File: src/rtl/alu_pkg.sv
// Shared opcodes, FSM states and flag bit positions for the ALU controller.
// Pure declarations: no latency, no flow control.
package alu_pkg;

   localparam logic [2:0] OP_ADD  = 3'd0;
   localparam logic [2:0] OP_SUB  = 3'd1;
   localparam logic [2:0] OP_AND  = 3'd2;
   localparam logic [2:0] OP_OR   = 3'd3;
   localparam logic [2:0] OP_XOR  = 3'd4;
   localparam logic [2:0] OP_SHL  = 3'd5;
   localparam logic [2:0] OP_SHR  = 3'd6;
   localparam logic [2:0] OP_PASS = 3'd7;

   typedef enum logic [1:0] {
      S_IDLE  = 2'd0,
      S_EXEC  = 2'd1,
      S_SHIFT = 2'd2,
      S_DONE  = 2'd3
   } state_t;

   localparam int FLG_C = 3;
   localparam int FLG_N = 2;
   localparam int FLG_Z = 1;
   localparam int FLG_V = 0;

endpackage

File: src/rtl/alu_flag_gen.sv
// Architectural {C,N,Z,V} flags from the operands, the captured result and the shift carry.
// Combinational, zero latency; no flow control.
module alu_flag_gen
   import alu_pkg::*;
#(
   parameter int WIDTH = 32
) (
   input  logic [2:0]       op,
   input  logic [WIDTH-1:0] a,
   input  logic [WIDTH-1:0] b,
   input  logic [WIDTH-1:0] r,
   input  logic             sh_c,
   output logic [3:0]       flags
);

   localparam int MSB = WIDTH - 1;

   always_comb begin
      flags        = '0;
      flags[FLG_Z] = (r == '0);
      flags[FLG_N] = r[MSB];
      case (op)
         OP_ADD: begin
            flags[FLG_C] = (r < a);
            flags[FLG_V] = (a[MSB] == b[MSB]) && (r[MSB] != a[MSB]);
         end
         OP_SUB: begin
            flags[FLG_C] = (a < b);
            flags[FLG_V] = (a[MSB] != b[MSB]) && (r[MSB] != a[MSB]);
         end
         OP_SHL, OP_SHR: flags[FLG_C] = sh_c;
         default: ;
      endcase
   end

endmodule

File: src/rtl/alu_controller.sv
// Sequences one ALU op at a time: 2-cycle latency, shifts shamt+1 (1 bit per cycle).
// Response held in DONE until rsp_ready; req_ready only in IDLE.
module alu_controller
   import alu_pkg::*;
#(
   parameter int WIDTH   = 32,
   parameter int SHAMT_W = 5
) (
   input  logic             clk,
   input  logic             rst_n,
   input  logic             req_valid,
   output logic             req_ready,
   input  logic [2:0]       req_op,
   input  logic [WIDTH-1:0] req_a,
   input  logic [WIDTH-1:0] req_b,
   output logic [WIDTH-1:0] alu_a,
   output logic [WIDTH-1:0] alu_b,
   input  logic [WIDTH-1:0] add_in,
   input  logic [WIDTH-1:0] sub_in,
   input  logic [WIDTH-1:0] and_in,
   input  logic [WIDTH-1:0] or_in,
   input  logic [WIDTH-1:0] xor_in,
   input  logic [WIDTH-1:0] sfl_in,
   input  logic [WIDTH-1:0] sfr_in,
   input  logic [WIDTH-1:0] chk_in,
   output logic             rsp_valid,
   input  logic             rsp_ready,
   output logic [WIDTH-1:0] rsp_data,
   output logic [3:0]       rsp_flags,
   output logic             busy
);

   state_t               state_q, state_d;
   logic [2:0]           op_q, op_d;
   logic [WIDTH-1:0]     a_q, a_d, b_q, b_d, acc_q, acc_d;
   logic [SHAMT_W-1:0]   cnt_q, cnt_d;
   logic [WIDTH-1:0]     rsp_data_q, rsp_data_d;
   logic [3:0]           rsp_flags_q, rsp_flags_d;

   logic [SHAMT_W-1:0]   req_shamt;
   logic                 req_is_shift;
   logic [WIDTH-1:0]     exec_res, shift_res, cap_res;
   logic                 shift_c, cap_c;
   logic [3:0]           cap_flags;

   assign req_shamt    = req_b[SHAMT_W-1:0];
   assign req_is_shift = (req_op == OP_SHL) || (req_op == OP_SHR);

   // A shift reaching EXEC always has shamt==0, so its result is A unchanged.
   always_comb begin
      exec_res = chk_in;
      case (op_q)
         OP_ADD:         exec_res = add_in;
         OP_SUB:         exec_res = sub_in;
         OP_AND:         exec_res = and_in;
         OP_OR:          exec_res = or_in;
         OP_XOR:         exec_res = xor_in;
         OP_SHL, OP_SHR: exec_res = a_q;
         default:        exec_res = chk_in;
      endcase
   end

   assign shift_res = (op_q == OP_SHL) ? sfl_in : sfr_in;
   assign shift_c   = (op_q == OP_SHL) ? acc_q[WIDTH-1] : acc_q[0];
   assign cap_res   = (state_q == S_SHIFT) ? shift_res : exec_res;
   assign cap_c     = (state_q == S_SHIFT) && shift_c;

   alu_flag_gen #(.WIDTH(WIDTH)) u_flag_gen (
      .op    (op_q),
      .a     (a_q),
      .b     (b_q),
      .r     (cap_res),
      .sh_c  (cap_c),
      .flags (cap_flags)
   );

   always_comb begin
      state_d     = state_q;
      op_d        = op_q;
      a_d         = a_q;
      b_d         = b_q;
      acc_d       = acc_q;
      cnt_d       = cnt_q;
      rsp_data_d  = rsp_data_q;
      rsp_flags_d = rsp_flags_q;
      case (state_q)
         S_IDLE: begin
            if (req_valid) begin
               op_d    = req_op;
               a_d     = req_a;
               b_d     = req_b;
               acc_d   = req_a;
               cnt_d   = req_shamt;
               state_d = (req_is_shift && (req_shamt != '0)) ? S_SHIFT : S_EXEC;
            end
         end
         S_EXEC: begin
            rsp_data_d  = cap_res;
            rsp_flags_d = cap_flags;
            state_d     = S_DONE;
         end
         S_SHIFT: begin
            acc_d = shift_res;
            cnt_d = cnt_q - 1'b1;
            if (cnt_q == SHAMT_W'(1)) begin
               rsp_data_d  = cap_res;
               rsp_flags_d = cap_flags;
               state_d     = S_DONE;
            end
         end
         S_DONE: begin
            if (rsp_ready) state_d = S_IDLE;
         end
         default: state_d = S_IDLE;
      endcase
   end

   always_ff @(posedge clk) begin
      if (!rst_n) begin
         state_q     <= S_IDLE;
         op_q        <= '0;
         a_q         <= '0;
         b_q         <= '0;
         acc_q       <= '0;
         cnt_q       <= '0;
         rsp_data_q  <= '0;
         rsp_flags_q <= '0;
      end else begin
         state_q     <= state_d;
         op_q        <= op_d;
         a_q         <= a_d;
         b_q         <= b_d;
         acc_q       <= acc_d;
         cnt_q       <= cnt_d;
         rsp_data_q  <= rsp_data_d;
         rsp_flags_q <= rsp_flags_d;
      end
   end

   assign req_ready = (state_q == S_IDLE);
   assign rsp_valid = (state_q == S_DONE);
   assign busy      = (state_q != S_IDLE);
   assign rsp_data  = rsp_data_q;
   assign rsp_flags = rsp_flags_q;
   assign alu_a     = (state_q == S_EXEC)  ? a_q :
                      (state_q == S_SHIFT) ? acc_q : '0;
   assign alu_b     = (state_q == S_EXEC)  ? b_q : '0;

endmodule
File: config.mk
export PLATFORM = sky130hd
export DESIGN_NAME = alu_controller
export DESIGN_NICKNAME = d
export VERILOG_FILES = /design/src/rtl/alu_pkg.sv /design/src/rtl/alu_flag_gen.sv /design/src/rtl/alu_controller.sv
export SDC_FILE = /design/constraint.sdc
export NUM_CORES = 1
export LEC_CHECK = 0
export BUFFER_PORTS_ARGS = -buffer_cell sky130_fd_sc_hd__buf_2
export CAP_MARGIN = 20
export CORE_AREA = 8 8 162 164
export DETAILED_ROUTE_END_ITERATION = 8
export DIE_AREA = 0 0 170 172
export PLACE_DENSITY = 0.73
export REMOVE_ABC_BUFFERS = 1
export SLEW_MARGIN = 20
export SYNTH_ARGS = -nofsm -noshare
export SYNTH_HDL_FRONTEND = slang
export SYNTH_SLANG_ARGS = --single-unit
export TNS_END_PERCENT = 50
File: constraint.sdc
create_clock -name clk -period 3.8 [get_ports clk]
set_clock_uncertainty 0.15 [all_clocks]
set_input_delay 0.38 -clock clk [delete_from_list [all_inputs] [get_ports clk]]
set_output_delay 0.38 -clock clk [all_outputs]
set_load 0.03 [all_outputs]
Yosys cells after proc, flatten, opt, wreduce, memory -nomap -nowiden. Index checks and enable logic that the tools add are counted.

Bits in registers: 142. Latch bits: 0. Memory bits (writable): 0. Bits in read-only memories: 0. Output and inout port bits: 103. Logic and storage cells: 68. Memories: 0.

Add/subtract/negate cells: 1. $mul: 0. Divide/modulo/power cells: 0. $lt $le $gt $ge: 2. Equal/unequal tests: 18. Shift operators: 0. Mux-type cells: 22. Bitwise operators: 0. Reductions and logical operators: 17.

Operators by type and width (number): 2-to-1 mux 32 bit (7); one-hot mux 32 bit (6 select lines) (1); one-hot mux 32 bit (2 select lines) (2); < comparator 32 bit (2); zero test 32 bit (1); equality test 3 bit, second input constant (5); one-hot mux 5 bit (2 select lines) (1); 2-to-1 mux 2 bit (4); one-hot mux 2 bit (4 select lines) (1); one-hot mux 4 bit (2 select lines) (1); equality test 3 x 2 -> 1 bit, second input constant (2); AND reduction 2 bit (3); nonzero test 2 bit (3); equality test 5 x 1 -> 1 bit, second input constant (1); 2-to-1 mux 5 bit (1); nonzero test 5 bit (1); subtractor 5 x 1 -> 5 bit, second input constant (1); equality test 2 bit, second input constant (2); logical AND 1 bit (4); 2-to-1 mux 4 bit (1); != test 2 x 1 -> 1 bit, second input constant (2); equality test 3 x 1 -> 1 bit, second input constant (1); zero test 3 bit (1); one-hot mux 1 bit (3 select lines) (1); 10 further kinds (11).

Depth between registers and ports, before layout.
Depth in word-level cells: 9. Depth in mapped cells: 17. Depth with buffers taken out: 15.

Cells and area by module. From an unflattened synthesis, not the netlist that was laid out.

Cell total of the unflattened synthesis: 1373. Area, all modules: 10750.3 um2.

By module, submodules not included: alu_controller (times used 1, cells each 1140, area an instance 9068.7 um2, seq. area each 2842.7 um2); alu_flag_gen (times used 1, cells each 233, area an instance 1681.6 um2, seq. area each 0.0 um2).

Least setup slack after synthesis. Ideal clock, no wire load.

Kind: flip-flop to flip-flop. From: register state_q[0]. To: register rsp_flags_q[3], in the netlist rsp_flags[3]. Library setup time: 75 ps. Data arrival time: 3051 ps. Data required time: 3575 ps. Slack: 524 ps. Stages on the path, launching flop included: 18. Buffers on the path: 3. Period minus slack after synthesis: 3276 ps. Path through: dfxtp_1 > inv_1 > ha_1 > buf_2 > inv_1 > clkbuf_1 > clkbuf_1 > o22ai_1 > a31oi_1 > inv_1 > ha_1 > nand4_1 > o21ai_0 > nor4_1 > o31ai_1 > a2111oi_0 > o21ai_0 > o22ai_1.

Longest elaborated chain between the ends: 6. Elaborated cells on any way between the ends: 11. Classes of those cells: order compare (1); eq/ne (3); mux (4); reduce/logical (3).

Ends and longest elaborated chain: from (decl) (line alu_controller.sv:33) `state_t state_q, state_d;`; from (signal assigned) (line alu_controller.sv:129) `state_q <= state_d;`; equality test 2 bit (*) (line alu_controller.sv:65) `assign cap_res = (state_q == S_SHIFT) ? shift_res : exec_res;`; 2-to-1 mux 32 bit (*) (line alu_controller.sv:65); net cap_res[29] (line alu_controller.sv:42) `logic [WIDTH-1:0] exec_res, shift_res, cap_res;`; < comparator 32 bit (*) (line alu_flag_gen.sv:24) `flags[FLG_C] = (r < a);`; one-hot mux 1 bit (3 select lines) (*) (line alu_flag_gen.sv:22) `case (op)`; 2-to-1 mux 4 bit (line alu_controller.sv:105) `if (cnt_q == SHAMT_W'(1)) begin`; one-hot mux 4 bit (2 select lines) (*) (line alu_controller.sv:86) `case (state_q)`; to (signal assigned) (line alu_controller.sv:136) `rsp_flags_q <= rsp_flags_d;`; to (decl) (line alu_controller.sv:38) `logic [3:0] rsp_flags_q, rsp_flags_d;`.

The timed path passes the listed nets; every way through them passes the cells marked *. The select of a mux whose other input is x is not followed. A chain may end at the register's enable or synchronous reset.

Final worst setup path.
From: register op_q[0]. To: register rsp_flags_q[3], in the netlist rsp_flags[3].

Longest elaborated chain between the ends: 8. Elaborated cells on any way between the ends: 17. Classes of those cells: order compare (1); eq/ne (6); mux (7); reduce/logical (3).

Ends and longest elaborated chain: from (decl) (line alu_controller.sv:34) `logic [2:0] op_q, op_d;`; from (signal assigned) (line alu_controller.sv:130) `op_q <= op_d;`; equality test 3 bit (on tied branches) (line alu_controller.sv:52, alu_controller.sv:63); OR reduction 2 bit (line alu_controller.sv:52) `case (op_q)`; one-hot mux 32 bit (6 select lines) (line alu_controller.sv:52); 2-to-1 mux 32 bit (*) (line alu_controller.sv:65); net cap_res[21] (line alu_controller.sv:42); < comparator 32 bit (*) (line alu_flag_gen.sv:24); one-hot mux 1 bit (3 select lines) (*) (line alu_flag_gen.sv:22); 2-to-1 mux 4 bit (line alu_controller.sv:105); one-hot mux 4 bit (2 select lines) (*) (line alu_controller.sv:86).

Marked as above.

==> impl_metrics.ini <==
[global_routing]
grt_pass1_wl_mm = 71.5
grt_pass1_vias = 12000
grt-ovfl-total = 0
antenna_found_initial = 6
grt_use_total_pct = 32.1
grt_max_degree = 78

[synthesis]
yosysWarningCount = 0
ys_ff_latch = 141
synth.distinct_cells = 75
synthesis.instances = 1373
synth.area.top_cells = dfxtp_1 (28%), nand2_1 (10%), ha_1 (8.4%)
synth_edf_count = 0
synth_flop_cell = dfxtp_1
yosysSeqAreaShare_pct = 27.8
async_flop_share_pct = 0
syn_avg_cell_area_um2 = 7.39
syn-cell-area_um2 = 10100
synth.largest_area_cell = dfxtp_1
synth_top_area_share_pct = 27.8

[timing]
worst_hold_slack_ns = 0.0411
finalSetupTns_ns = 0
relSlewSlack_pct = 39.4
hold_viol = 0
layout_min_cycle_time_ns = 3.57
tightest_slew_ns = 0.909
drv_slew = 0
layout_setup_ws_ns = 0.231
setup_viol_count_final = 0
fmax_ghz = 0.280
fin_crit_sh_pct = 93.9
rsz0062_at_grt = false

[outcome]
status = complete, no violations

[worst_setup_path]
worstPathMaxFanout = 21
required_ns = 4.00
critPathSlowestCell = mux4_2
cp-end-kind = flip-flop
timing.rr.start = op_q[0]
crit_chain = buf_6, mux4_2, nand2_1, o221ai_1, ha_1, nand2_1, nor2_1, a221oi_1, o21ai_0, a2111oi_0, o21ai_0, o22ai_1
startpoint = op_q[0]
arrival_ns = 3.77
crit_type = reg2reg
start_kind = flip-flop
r2r_slack_ns = 0.23
slowest_delay_ns = 0.54
worst-path-buf-inv = 1
crit_family = compound AO/OA/AOI/OAI gates

[power_and_ir_drop]
p_seq_share_pct = 23.2
p_per_area_nw_per_um2 = 726
swShare_pct = 48.7
pwr-share-clk_pct = 19.3
power_leakage_nw = 6.00
vdd_ir_drop_max_mv = 0.350
total_power_mw = 9.73
p_sw_mw = 4.74
p_int_mw = 4.99
p_comb_share_pct = 57.5

[finish]
fin_nets = 2161
final_layout_size_suffix_gt1_share_pct = 31.6
fillers = 2330
design_area_um2 = 13400
area_delta_synth_final_pct = 32.2

[clock_tree]
clk_pin_slew_worst_paths_ns = 0.07
htree_levels = 4
cts.sinks = 141
cts_max_path_buffers = 2
cts_made_buffers = 17
clkLatencyLatePin_ns = 0.42
cts_tree = built
cts-root-buf = clkbuf_16

[place]
dp_hpwl_mm = 37.9
dp_slack_ns = 0.109
place.gp.congestion = 0.963
place_area_um2 = 12700
io_buffers = 429

[floorplan]
core-area_um2 = 23800
die_area_um2 = 29200
pin_count = 430
initial_core_util_pct = 42.6
die_h_um = 172
row_count = 57
die_x_um = 170

[run]
maxCapViolCount = 0

[route]
postRouteAntennaNets = 0
drcViolationCount = 0
via_per_inst = 5.81
drt_first_pass_iters = 6
routed_wl_mm = 49.1
wl_per_cell_um = 23.3
drt_iter0_drc = 1202
vias = 12200

[hold_path]
worst_hold_path_type = in2reg
hp-start = req_b[14]
-- kinds of logic after synthesis --
kind of cell    count (synthesis)  share of synthesized area [%]
mux                            53                           7.36
buf+inv                       203                           8.56
xor+xnor                        4                          0.345
flops                         141                           27.8
simple gates                  519                           22.4
fa+ha+maj                      69                           8.49
compound gates                384                           25.0
-- repair_timing --
action / in CTS / in global routing
setup buffers: 0 / 1
resized for setup: 0 / 4
endpoints found under the setup margin: 0 / 1
hold buffers: 0 / 0
-- power by group through the flow --
stage	Clock [mW]	Combinational [mW]	Sequential, mW
after floorplan	0	3.15	2.48
after global placement	0	5.42	2.27
after detailed placement	0	5.49	2.28
after CTS	1.89	5.51	2.25
after global routing	1.95	6.05	2.30
final	1.87	5.60	2.26
-- path summary, 6_finish.rpt --
path                                endpoint  cells after the start
worst max register to register  rsp_flags[3]                     12
worst max-delay path            rsp_flags[3]                     12
worst min-delay path                 b_q[14]                      3
worst min register to register   rsp_data[8]                      2
-- synthesized netlist by cell type, types with 4 or more instances --
cell and count:
nand2_1 270, dfxtp_1 141, a21oi_1 132, nor2_1 119, inv_1 93, clkbuf_1 70
ha_1 68, o21ai_0 59, a211oi_1 42, and2_1 38, o221ai_1 29, mux2i_1 26
o211ai_1 22, nand3_1 19, a21o_1 18, nor3_1 17, buf_2 16, mux4_2 16
nand4_1 13, or3_1 13, a221oi_1 12, mux2_2 10, buf_6 9, o22ai_1 9
a22oi_1 8, buf_1 8, a211o_1 7, nor2b_1 6, buf_4 5, a221o_1 4
nand2b_1 4
-- cell usage in the layout, fill, tap and decap left out, drive strengths merged, types with 6 or more instances in the layout --
master	count
o211ai	22
clkbuf	21
or3	13
nand2	270
mux4	16
mux2i	27
buf	481
a22oi	8
inv	96
and2	38
a21o	18
dfxtp	141
nand3	20
ha	68
o22ai	9
a221oi	13
nor3	17
o221ai	31
a211o	7
a21oi	132
nand4	13
a211oi	44
o21ai	61
mux2	10
nor2	119
nor2b	6
-- per-stage QoR --
step	utilization (%)	cells
6_report	56.3	2108
5_1_grt	56.3	2107
4_1_cts	56.1	2102
3_5_place_dp	53.4	2070
3_3_place_gp	53.4	2070
2_1_floorplan	-	1265
-- registers in the layout (all words and copies together) (netlist names) --
register / count
b_q: 32
a_q: 32
op_q: 3
cnt_q: 5
rsp_flags: 4
acc_q: 32
state_q: 2
rsp_data: 31
-- per-layer routing --
layer	global-route usage, %	vias up	routed length (um)
met2	54.2	767	23400
met1	37.9	5704	18800
met4	14.9	2	1920
met5	0	-	13
met3	8.17	134	4980
li1	-	5631	-
-- final cells by class --
type / count / area (um2) / share of cell area (%)
Multi-Input combinational cell: 1029 / 6520 / 48.6
Sequential cell: 141 / 2830 / 21.1
Timing Repair Buffer: 482 / 2630 / 19.6
Clock buffer: 20 / 468 / 3.49
Tap cell: 324 / 405 / 3.02
Inverter: 95 / 359 / 2.68
Clock inverter: 12 / 183 / 1.36
Antenna cell: 5 / 12.5 / 0.0933
-- tightest hold or removal path, delay by kind of cell --
family	cells	cell delay (ns)
AOI/OAI and AO/OA	1	0.05
buffers and inverters	1	0.09
and+or+nand+nor	1	0.04
Note: power is estimated with default switching activity, not from simulation.
